**config.mk**
```make
export PLATFORM = sky130hd
export DESIGN_NAME = execute_stage
export DESIGN_NICKNAME = d
export VERILOG_FILES = /design/src/rtl/execute_stage_pkg.sv /design/src/rtl/mul_iter.sv /design/src/rtl/execute_stage.sv
export SDC_FILE = /design/constraint.sdc
export NUM_CORES = 1
export LEC_CHECK = 0
export BUFFER_PORTS_ARGS = -buffer_cell sky130_fd_sc_hd__buf_4
export CAP_MARGIN = 20
export CORE_MARGIN = 3
export CORE_UTILIZATION = 40
export CTS_BUF_LIST = sky130_fd_sc_hd__clkbuf_4
export DETAILED_ROUTE_END_ITERATION = 16
export MAX_ROUTING_LAYER = met4
export PLACE_DENSITY_LB_ADDON = 0.2
export REMOVE_ABC_BUFFERS = 1
export SLEW_MARGIN = 10
export SYNTH_ARGS = -nofsm -noshare
export SYNTH_HDL_FRONTEND = slang
export SYNTH_SLANG_ARGS = --single-unit
```
**constraint.sdc**
```tcl
create_clock -name clk -period 10.4 [get_ports clk]
set_input_delay 2.6 -clock clk [delete_from_list [all_inputs] [get_ports clk]]
set_output_delay 2.6 -clock clk [all_outputs]
set_load 0.02 [all_outputs]
```
**src/rtl/execute_stage_pkg.sv**
```systemverilog
// Shared micro-architecture definitions for the execute stage: opcodes, ctrl
// bit positions, flag bit indices and FSM state encodings.
package execute_stage_pkg;

   localparam logic [3:0] OP_ADD = 4'd0;
   localparam logic [3:0] OP_SUB = 4'd1;
   localparam logic [3:0] OP_AND = 4'd2;
   localparam logic [3:0] OP_OR  = 4'd3;
   localparam logic [3:0] OP_XOR = 4'd4;
   localparam logic [3:0] OP_SHL = 4'd5;
   localparam logic [3:0] OP_SHR = 4'd6;
   localparam logic [3:0] OP_SAR = 4'd7;
   localparam logic [3:0] OP_MUL = 4'd8;
   localparam logic [3:0] OP_MOV = 4'd9;

   localparam int CTRL_IMM_SEL = 6;
   localparam int CTRL_WB      = 5;
   localparam int CTRL_FLAGS   = 4;

   localparam int FLAG_CF = 0;
   localparam int FLAG_ZF = 1;
   localparam int FLAG_SF = 2;
   localparam int FLAG_OF = 3;

   localparam logic [1:0] ST_IDLE     = 2'd0;
   localparam logic [1:0] ST_MUL      = 2'd1;
   localparam logic [1:0] ST_MUL_DONE = 2'd2;

   // Flags register layout is {OF,SF,ZF,CF}.
   function automatic logic [3:0] pack_flags(input logic of, input logic sf,
                                             input logic zf, input logic cf);
      logic [3:0] f;
      f = '0;
      f[FLAG_OF] = of;
      f[FLAG_SF] = sf;
      f[FLAG_ZF] = zf;
      f[FLAG_CF] = cf;
      return f;
   endfunction

endpackage

```
**src/rtl/mul_iter.sv**
```systemverilog
// Iterative shift-add multiplier: one partial product per step, full
// 2*WIDTH-bit product after CYCLES steps.
module mul_iter #(
   parameter int WIDTH  = 32,
   parameter int CYCLES = 32
) (
   input  logic               clk,
   input  logic               rst,
   input  logic               start,
   input  logic               step,
   input  logic               clear,
   input  logic [WIDTH-1:0]   a,
   input  logic [WIDTH-1:0]   b,
   output logic               done,
   output logic [2*WIDTH-1:0] product,
   output logic [2*WIDTH-1:0] product_next
);

   localparam int CW = (CYCLES > 1) ? $clog2(CYCLES) : 1;

   logic [2*WIDTH-1:0] mcand;
   logic [WIDTH-1:0]   mplier;
   logic [CW-1:0]      count;

   // product_next is what the accumulator holds after the current step, so the
   // caller can capture the finished product on the same edge as the last step.
   assign product_next = product + (mplier[0] ? mcand : '0);
   assign done         = (count == CW'(CYCLES - 1));

   always_ff @(posedge clk or posedge rst) begin
      if (rst) begin
         product <= '0;
         mcand   <= '0;
         mplier  <= '0;
         count   <= '0;
      end else if (clear) begin
         count <= '0;
      end else if (start) begin
         product <= '0;
         mcand   <= {{WIDTH{1'b0}}, a};
         mplier  <= b;
         count   <= '0;
      end else if (step) begin
         product <= product_next;
         mcand   <= mcand << 1;
         mplier  <= mplier >> 1;
         count   <= count + 1'b1;
      end
   end

endmodule

```
**src/rtl/execute_stage.sv**
```systemverilog
// Execute stage: single-cycle ALU, iterative multiply and flags register,
// producing a registered writeback packet with valid/ready on both sides.
module execute_stage
   import execute_stage_pkg::*;
#(
   parameter int WIDTH      = 32,
   parameter int NREG_BITS  = 3,
   parameter int MUL_CYCLES = 32
) (
   input  logic                 clk,
   input  logic                 rst,
   input  logic                 in_valid,
   output logic                 in_ready,
   input  logic [6:0]           ctrl,
   input  logic [WIDTH-1:0]     op_a,
   input  logic [WIDTH-1:0]     op_b,
   input  logic [NREG_BITS-1:0] dst_idx,
   input  logic                 flush,
   output logic                 out_valid,
   input  logic                 out_ready,
   output logic                 out_we,
   output logic [NREG_BITS-1:0] out_widx,
   output logic [WIDTH-1:0]     out_wdata,
   output logic [3:0]           flags
);

   localparam int SHW = $clog2(WIDTH);

   logic [1:0] state;
   logic [3:0] opcode;
   logic       out_free, accept, is_mul, arch_op;
   logic       out_wb;
   logic       unused_imm_sel;

   assign opcode         = ctrl[3:0];
   assign is_mul         = (opcode == OP_MUL);
   assign arch_op        = (opcode <= OP_MOV);
   assign unused_imm_sel = ctrl[CTRL_IMM_SEL];

   assign out_free = !out_valid || out_ready;
   assign in_ready = !rst && (state == ST_IDLE) && out_free && !flush;
   assign accept   = in_valid && in_ready;
   assign out_we   = out_valid && out_wb;

   logic [SHW-1:0]   amt;
   logic [WIDTH:0]   sum, diff, shl_ext, shr_ext, sar_ext;
   logic [WIDTH-1:0] alu_res;
   logic             alu_cf, alu_of;

   // Shifts run one bit wider so the last bit shifted out lands in the extra bit.
   assign amt     = op_b[SHW-1:0];
   assign sum     = {1'b0, op_a} + {1'b0, op_b};
   assign diff    = {1'b0, op_a} - {1'b0, op_b};
   assign shl_ext = {1'b0, op_a} << amt;
   assign shr_ext = {op_a, 1'b0} >> amt;
   assign sar_ext = $signed({op_a, 1'b0}) >>> amt;

   always_comb begin
      alu_res = '0;
      alu_cf  = 1'b0;
      alu_of  = 1'b0;
      case (opcode)
         OP_ADD: begin
            alu_res = sum[WIDTH-1:0];
            alu_cf  = sum[WIDTH];
            alu_of  = (op_a[WIDTH-1] == op_b[WIDTH-1]) && (sum[WIDTH-1] != op_a[WIDTH-1]);
         end
         OP_SUB: begin
            alu_res = diff[WIDTH-1:0];
            alu_cf  = diff[WIDTH];
            alu_of  = (op_a[WIDTH-1] != op_b[WIDTH-1]) && (diff[WIDTH-1] != op_a[WIDTH-1]);
         end
         OP_AND: alu_res = op_a & op_b;
         OP_OR:  alu_res = op_a | op_b;
         OP_XOR: alu_res = op_a ^ op_b;
         OP_SHL: begin
            alu_res = shl_ext[WIDTH-1:0];
            alu_cf  = shl_ext[WIDTH];
         end
         OP_SHR: begin
            alu_res = shr_ext[WIDTH:1];
            alu_cf  = shr_ext[0];
         end
         OP_SAR: begin
            alu_res = sar_ext[WIDTH:1];
            alu_cf  = sar_ext[0];
         end
         OP_MOV: alu_res = op_b;
         default: alu_res = '0;
      endcase
   end

   logic                 mul_start, mul_step, mul_done;
   logic [2*WIDTH-1:0]   mul_product, mul_product_next, mul_p;
   logic [NREG_BITS-1:0] mul_dst;
   logic                 mul_wb, mul_flag_en;

   assign mul_start = accept && is_mul;
   assign mul_step  = (state == ST_MUL) && !flush;

   mul_iter #(
      .WIDTH (WIDTH),
      .CYCLES(MUL_CYCLES)
   ) u_mul (
      .clk         (clk),
      .rst         (rst),
      .start       (mul_start),
      .step        (mul_step),
      .clear       (flush),
      .a           (op_a),
      .b           (op_b),
      .done        (mul_done),
      .product     (mul_product),
      .product_next(mul_product_next)
   );

   // In MUL the final step's sum is captured directly; MUL_DONE holds it in the multiplier.
   assign mul_p = (state == ST_MUL) ? mul_product_next : mul_product;

   logic                 load_mul, load_single, load;
   logic [WIDTH-1:0]     ld_data;
   logic [NREG_BITS-1:0] ld_idx;
   logic                 ld_wb, ld_flag_en, ld_cf, ld_of;

   assign load_mul    = (((state == ST_MUL) && mul_done) || (state == ST_MUL_DONE))
                        && out_free && !flush;
   assign load_single = accept && !is_mul;
   assign load        = load_mul || load_single;

   always_comb begin
      if (load_mul) begin
         ld_data    = mul_p[WIDTH-1:0];
         ld_idx     = mul_dst;
         ld_wb      = mul_wb;
         ld_flag_en = mul_flag_en;
         ld_cf      = |mul_p[2*WIDTH-1:WIDTH];
         ld_of      = |mul_p[2*WIDTH-1:WIDTH];
      end else begin
         ld_data    = alu_res;
         ld_idx     = dst_idx;
         ld_wb      = ctrl[CTRL_WB] && arch_op;
         ld_flag_en = ctrl[CTRL_FLAGS] && arch_op;
         ld_cf      = alu_cf;
         ld_of      = alu_of;
      end
   end

   always_ff @(posedge clk or posedge rst) begin
      if (rst) begin
         mul_dst     <= '0;
         mul_wb      <= 1'b0;
         mul_flag_en <= 1'b0;
      end else if (mul_start) begin
         mul_dst     <= dst_idx;
         mul_wb      <= ctrl[CTRL_WB];
         mul_flag_en <= ctrl[CTRL_FLAGS];
      end
   end

   // A flush drops the held packet even if it is being handshaken on this edge.
   always_ff @(posedge clk or posedge rst) begin
      if (rst) begin
         out_valid <= 1'b0;
         out_wb    <= 1'b0;
         out_widx  <= '0;
         out_wdata <= '0;
      end else if (flush) begin
         out_valid <= 1'b0;
      end else if (load) begin
         out_valid <= 1'b1;
         out_wb    <= ld_wb;
         out_widx  <= ld_idx;
         out_wdata <= ld_data;
      end else if (out_ready) begin
         out_valid <= 1'b0;
      end
   end

   always_ff @(posedge clk or posedge rst) begin
      if (rst) begin
         flags <= '0;
      end else if (load && ld_flag_en) begin
         flags <= pack_flags(ld_of, ld_data[WIDTH-1], (ld_data == '0), ld_cf);
      end
   end

   always_ff @(posedge clk or posedge rst) begin
      if (rst) begin
         state <= ST_IDLE;
      end else if (flush) begin
         state <= ST_IDLE;
      end else begin
         case (state)
            ST_IDLE:     if (mul_start) state <= ST_MUL;
            ST_MUL:      if (mul_done) state <= out_free ? ST_IDLE : ST_MUL_DONE;
            ST_MUL_DONE: if (out_free) state <= ST_IDLE;
            default:     state <= ST_IDLE;
         endcase
      end
   end

endmodule

```
Word level (Yosys, flattened, before mapping) --
Cells that the tools add are included.
Word-level totals: register bits after elaboration 213, input port bits 79, output and inout bits 42, word-level logic and storage cells 106
Operators by class: $add $sub $neg 4, $lt $le $gt $ge 1, eq/ne operators 19, shifts and indexed selects 3, muxes and demuxes 29, bitwise logic cells 4, reduce and logical (&&, ||, !) cells 33
Operators by type and width (number):
- 64-bit two-way mux | 6
- 32-bit one-hot mux with 9 select lines | 1
- 32-bit two-way mux | 3
- 64-bit adder | 1
- 32-bit by 32-bit adder with 33-bit output | 1
- 32-bit by 5-bit left shift with 33-bit output | 1
- 33-bit by 5-bit >> shifter with 33-bit output | 1
- 33-bit by 5-bit >>> shifter with 33-bit output | 1
- 32-bit by 32-bit subtractor with 33-bit output | 1
- 32-bit AND | 1
- 32-bit logical NOT | 1
- 32-bit bitwise OR | 1
- 32-bit OR reduction | 1
- 32-bit bitwise XOR | 1
- 4-bit by 3-bit equality test with 1-bit output, second input constant | 4
- 1-bit logical AND | 16
- 5-bit two-way mux | 3
- 2-bit two-way mux | 5
- 3-bit inequality test, second input constant | 3
- 4-bit by 2-bit equality test with 1-bit output, second input constant | 2
- 4-bit equality test, second input constant | 2
- 1-bit two-way mux | 7
- 2-bit one-hot mux with 3 select lines | 1
- 3-bit nonzero test | 2
- other kinds (19) | 27

Logic depth before layout (Yosys ltp) --
depth after elaboration 9, mapped depth 18, mapped depth without buffers 16

Hierarchy --
Synthesis repeated with hierarchy kept, for this count alone.
Second synthesis, totals: cells, all modules 3034, area, all modules 24005.5 um^2
Modules (own cells, without submodules):
- execute_stage | times used 1, cells each 1803, area an instance 13072.5 um^2
- mul_iter | times used 1, cells each 1231, area an instance 10933.0 um^2

Worst setup path before layout --
OpenSTA, ideal clock, no wires.
kind input to register, start point input port op_b[2], end point register flags[1], setup time 0.081 ns, arrival time 7.072 ns, required time 10.319 ns, setup slack 3.247 ns, cell stages on the path 18, path buffers 4, cell sequence buf_2 -> inv_2 -> buf_1 -> clkbuf_1 -> clkbuf_1 -> ha_1 -> nor3b_1 -> o311ai_1 -> a31oi_1 -> nor4_1 -> a2bb2oi_1 -> o211ai_1 -> o31ai_1 -> or4bb_1 -> nor4_1 -> nand4_1 -> or4_1 -> o22ai_2
On the way: longest elaborated chain between the ends 4
Ends and longest elaborated chain:
- start, declared | RTL line execute_stage.sv:16 | input logic [WIDTH-1:0] op_b,
- 32-bit by 32-bit subtractor with 33-bit output (tied with other cells) | RTL line execute_stage.sv:53 | assign diff = {1'b0, op_a} - {1'b0, op_b};
- 32-bit one-hot mux with 9 select lines * | RTL line execute_stage.sv:62 | case (opcode)
- 32-bit two-way mux * | RTL line execute_stage.sv:131 | if (load_mul) begin
- 32-bit logical NOT * | RTL line execute_stage.sv:183 | flags <= pack_flags(ld_of, ld_data[WIDTH-1], (ld_data == '0), ld_cf);
- end signal, assigned | RTL line execute_stage.sv:183
- end, declared | RTL line execute_stage.sv:24 | output logic [3:0] flags
Every way passes the cells marked *; elsewhere a longest branch is shown, timed or not. A chain may end at the register's enable or synchronous reset.

Final worst setup path --
start point input port op_b[4], end point register flags[1]
Same word-level chain as after synthesis.

==> parameters.txt <==
Parameter                              Value

Run status
  Status ... completed

Timing
  Total setup violations reported at the end of the flow ... 0
  Fin Setup TNS ... 0 ns
  Min cycle time layout ... ~7.8 ns
  Hold violation count in the final report ... 0
  Worst Clk Skew ... 0.0973 ns
  Transition at the pin with the smallest max-transition slack ... 1.18 ns
  Worst relative slew slack ... 0.203
  Fmax achieved ... 0.128 GHz
  Share of the clock period used by the worst path after layout ... 0.752
  Setup repair after global routing missed its margin ... false
  Final slew viol count ... 0

Critical path
  Cells along the critical path ... buf_4 > clkinv_1 > buf_4 > ha_1 > a211oi_1 > or2_2 > a211oi_1 > nor3b_1 > o311ai_0 > xnor2_1 > a221oi_1 > a2111oi_0 > nor4_1 > nand4_1 > or4_1 > o22ai_2
  Slowest cell delay on critical path ... slightly below 0.8 ns
  Family with the most delay on the worst path ... compound AO/OA/AOI/OAI gates
  Kind of end point of the critical path ... flop
  Crit-path max FO ... 38
  Critical path class ... primary input to flop
  Timing startpoint of the critical path ... op_b[4]
  Reg-to-Reg Start ... u_mul.mplier[0]
  Type of origin of the critical path ... primary input
  WP buf/inv ... 3
  Worst endpoint required time ... ~11 ns
  Slowest cell on the critical path ... sky130_fd_sc_hd__o311ai_0
  Arrival time worst endpoint ... 8.52 ns

CTS
  CTS-repair resized insts ... 0
  Cts bufs inserted ... 67
  Number of levels the H-tree was split into ... 3
  Clock Sinks ... ~210
  CTS max path bufs ... 3
  Clock-pin slew on the worst setup and hold paths ... around 0.060 ns
  CTS tree ... done
  Total of hold buffers inserted after clock tree synthesis ... 0
  Clock tree root buffer cell ... sky130_fd_sc_hd__clkbuf_4
  Clock latency of the later-clocked register in the worst-skew pair ... 0.86 ns
  Buffers inserted during post-CTS setup optimization ... 0

Global routing
  Remaining global-route overflow ... 0
  Number of global-route vias before repair ... between 20000 and 30000
  Number of antenna violations at the first check in global routing ... 6
  Maximum number of pins on one net before global-route repair ... 94
  GRT Total Usage ... 0.373
  Global-route wire length before repair ... around 170000 um

Logic synthesis
  Cell taking the most area after synthesis ... sky130_fd_sc_hd__dfrtp_1
  Fraction of registers with async set/reset ... 1.00
  Synthesized area divided by synthesized cell count ... 7.39 um^2
  Fraction of post-synthesis cell area in the top cell type by area ... 0.221
  Post-synthesis cell count ... around 3300
  Number of flops mapped to enable cells by yosys ... 0
  Cell types occupying the most area after synthesis ... sky130_fd_sc_hd__dfrtp_1, sky130_fd_sc_hd__ha_1, sky130_fd_sc_hd__nand2_1
  Main synth FF type ... sky130_fd_sc_hd__dfrtp_1
  Post-synth cell types ... around 90
  Number of warnings issued by yosys ... 0
  Register area share after synthesis ... 0.221
  Synthesized area ... between 20000 and 25000 um^2
  Number of storage elements in the synthesis netlist ... between 200 and 250

Power
  PwrDens ... 111 nW/um^2
  Worst supply voltage drop on vdd ... 0.106 mV
  Switching power summed over all nets ... approximately 1.2 mW
  Total internal power ... roughly 1.7 mW
  Sequential power share ... 0.349
  PnR Total Power ... between 2 and 3 mW
  Leakage Power ... approximately 11 nW
  Share of total power consumed by net switching ... 0.401
  Combinational share of power ... 0.351
  Clock network fraction of total power ... 0.300

Floorplanning
  Initial cell density of the core ... 0.406
  Row Count ... approximately 90
  Width of the chip ... approximately 250 um
  Number of primary I/O pins ... between 100 and 150
  Height of the chip ... 251 um
  Area of the core region ... about 60000 um^2
  Total Die Area ... 63200 um^2

Cells and area
  Area of all sequential standard cells ... approximately 5300 um^2
  Most common cell after layout, fill and taps aside ... sky130_fd_sc_hd__nand2_1
  Most used cells in the layout excluding fill and tap cells ... sky130_fd_sc_hd__nand2_1, sky130_fd_sc_hd__nor2_1, sky130_fd_sc_hd__a21oi_1
  Area of combinational cells with multiple inputs ... approximately 17000 um^2
  Share of final-layout standard cells stronger than drive strength 1 ... 0.119
  Post-route core utilization ... 0.442
  Growth of design area from synthesis to finish ... 8.90%
  Filler cells ... between 6000 and 7000
  Net count, final ... around 3500

Route
  Initial DRC count ... approximately 2800
  Routed length per instance ... roughly 29 um
  Total iterations of the first detailed-routing run ... 6
  WL final ... between 100000 and 150000 um
  Post-detailed-route count of antenna-violating nets ... 0
  Routed vias ... between 20000 and 30000
  Mean number of vias per cell ... roughly 6.6
  # DRC ... 0

Min path
  Type of the most critical hold path ... flop to flop
  Worst hold start ... mul_dst[2]

Place
  HPWL Detailed ... ~89000 um
  Port-buffer cells ... 119
  Global placer's final weighted congestion ... 1.02

Flow run
  Max-cap violation count ... 0
-- area by class of cell --
cell class	count	share of cell area
flip-flops and latches	213	0.203
diodes	9	0.000858
well taps	773	0.0368
clock buffers	93	0.0266
multi-input cells	2681	0.663
clock inverters	15	0.00467
inverters	121	0.0176
repair buffers	167	0.0478
-- logic make-up after synthesis --
family,after synthesis,synth area share
simple gates,1351,0.260
compound gates,960,0.264
buf+inv,367,0.0602
flops,213,0.221
fa+ha+maj,165,0.0866
mux,132,0.0813
xor+xnor,73,0.0265
-- routing by layer --
metal / GRT usage / part of all wire / wire length [um]
met4: 0.161 / 0.048 / 5710
met5: - / 0 / 0
met3: 0.0668 / 0.081 / 9550
met2: 0.581 / 0.45 / 53500
met1: 0.476 / 0.42 / 49000
-- state kept, by name, summed over array words and instances (netlist names) --
| register | flops |
|---|---|
| mul_flag_en | 1 |
| flags | 4 |
| u_mul.mplier | 32 |
| u_mul.product | 64 |
| state | 2 |
| u_mul.count | 5 |
| mul_dst | 3 |
| out_wdata | 32 |
| u_mul.mcand | 64 |
| mul_wb | 1 |
| out_valid | 1 |
| out_widx | 3 |
| out_wb | 1 |
-- worst paths after layout --
path | slack, ns | cells past startpoint | endpoint
worst max-delay path | 2.58 | 16 | flags[1]
worst min-delay path | 0.48 | 2 | mul_dst[2]
min in group asynchronous | 1.85 | 2 | u_mul.mplier[7]
worst max register to register | 4.53 | 16 | flags[1]
max in group asynchronous | 7.03 | 3 | u_mul.mplier[29]
worst min register to register | 0.48 | 2 | mul_dst[2]
-- synth_stat cells (all sizes together), types with 29 or more instances --
library cell    n
a21o           43
nand3         127
and2           80
dfrtp         213
a22oi          29
xnor2          50
nor2          328
a21oi         221
a211oi         55
nand4          54
o21ai         171
a31oi         108
mux2i          60
buf            46
nor3           66
clkbuf        200
ha            162
inv           118
mux4           48
nor4           32
nand2         513
o211ai         43
-- power by group through the flow --
stage	clock network, mW	registers [mW]	logic [mW]
after global routing	0.951	1.02	1.09
after detailed placement	0	1.02	0.995
after CTS	0.904	1.01	0.999
final	0.873	1.01	1.02
after global placement	0	1.02	0.986
after floorplan	0	1.04	0.543
-- tightest hold or removal path, cell delays in order (launching register included) --
cell                      delay, ns
sky130_fd_sc_hd__dfrtp_1       0.34
sky130_fd_sc_hd__nand2_1       0.05
sky130_fd_sc_hd__nand2_1       0.05
-- per-stage QoR --
step	cell area, um^2	hold slack [ns]	worst slack (ns)	instances
4_1_cts	26200	0.473	2.72	4063
3_3_place_gp	25400	0.461	1.99	3954
3_5_place_dp	25400	0.466	1.92	3955
6_report	26200	0.481	2.58	4072
5_1_grt	26200	0.505	2.57	4072
2_1_floorplan	23100	0.446	0.346	3015
Power figures use the tool's default switching activity.
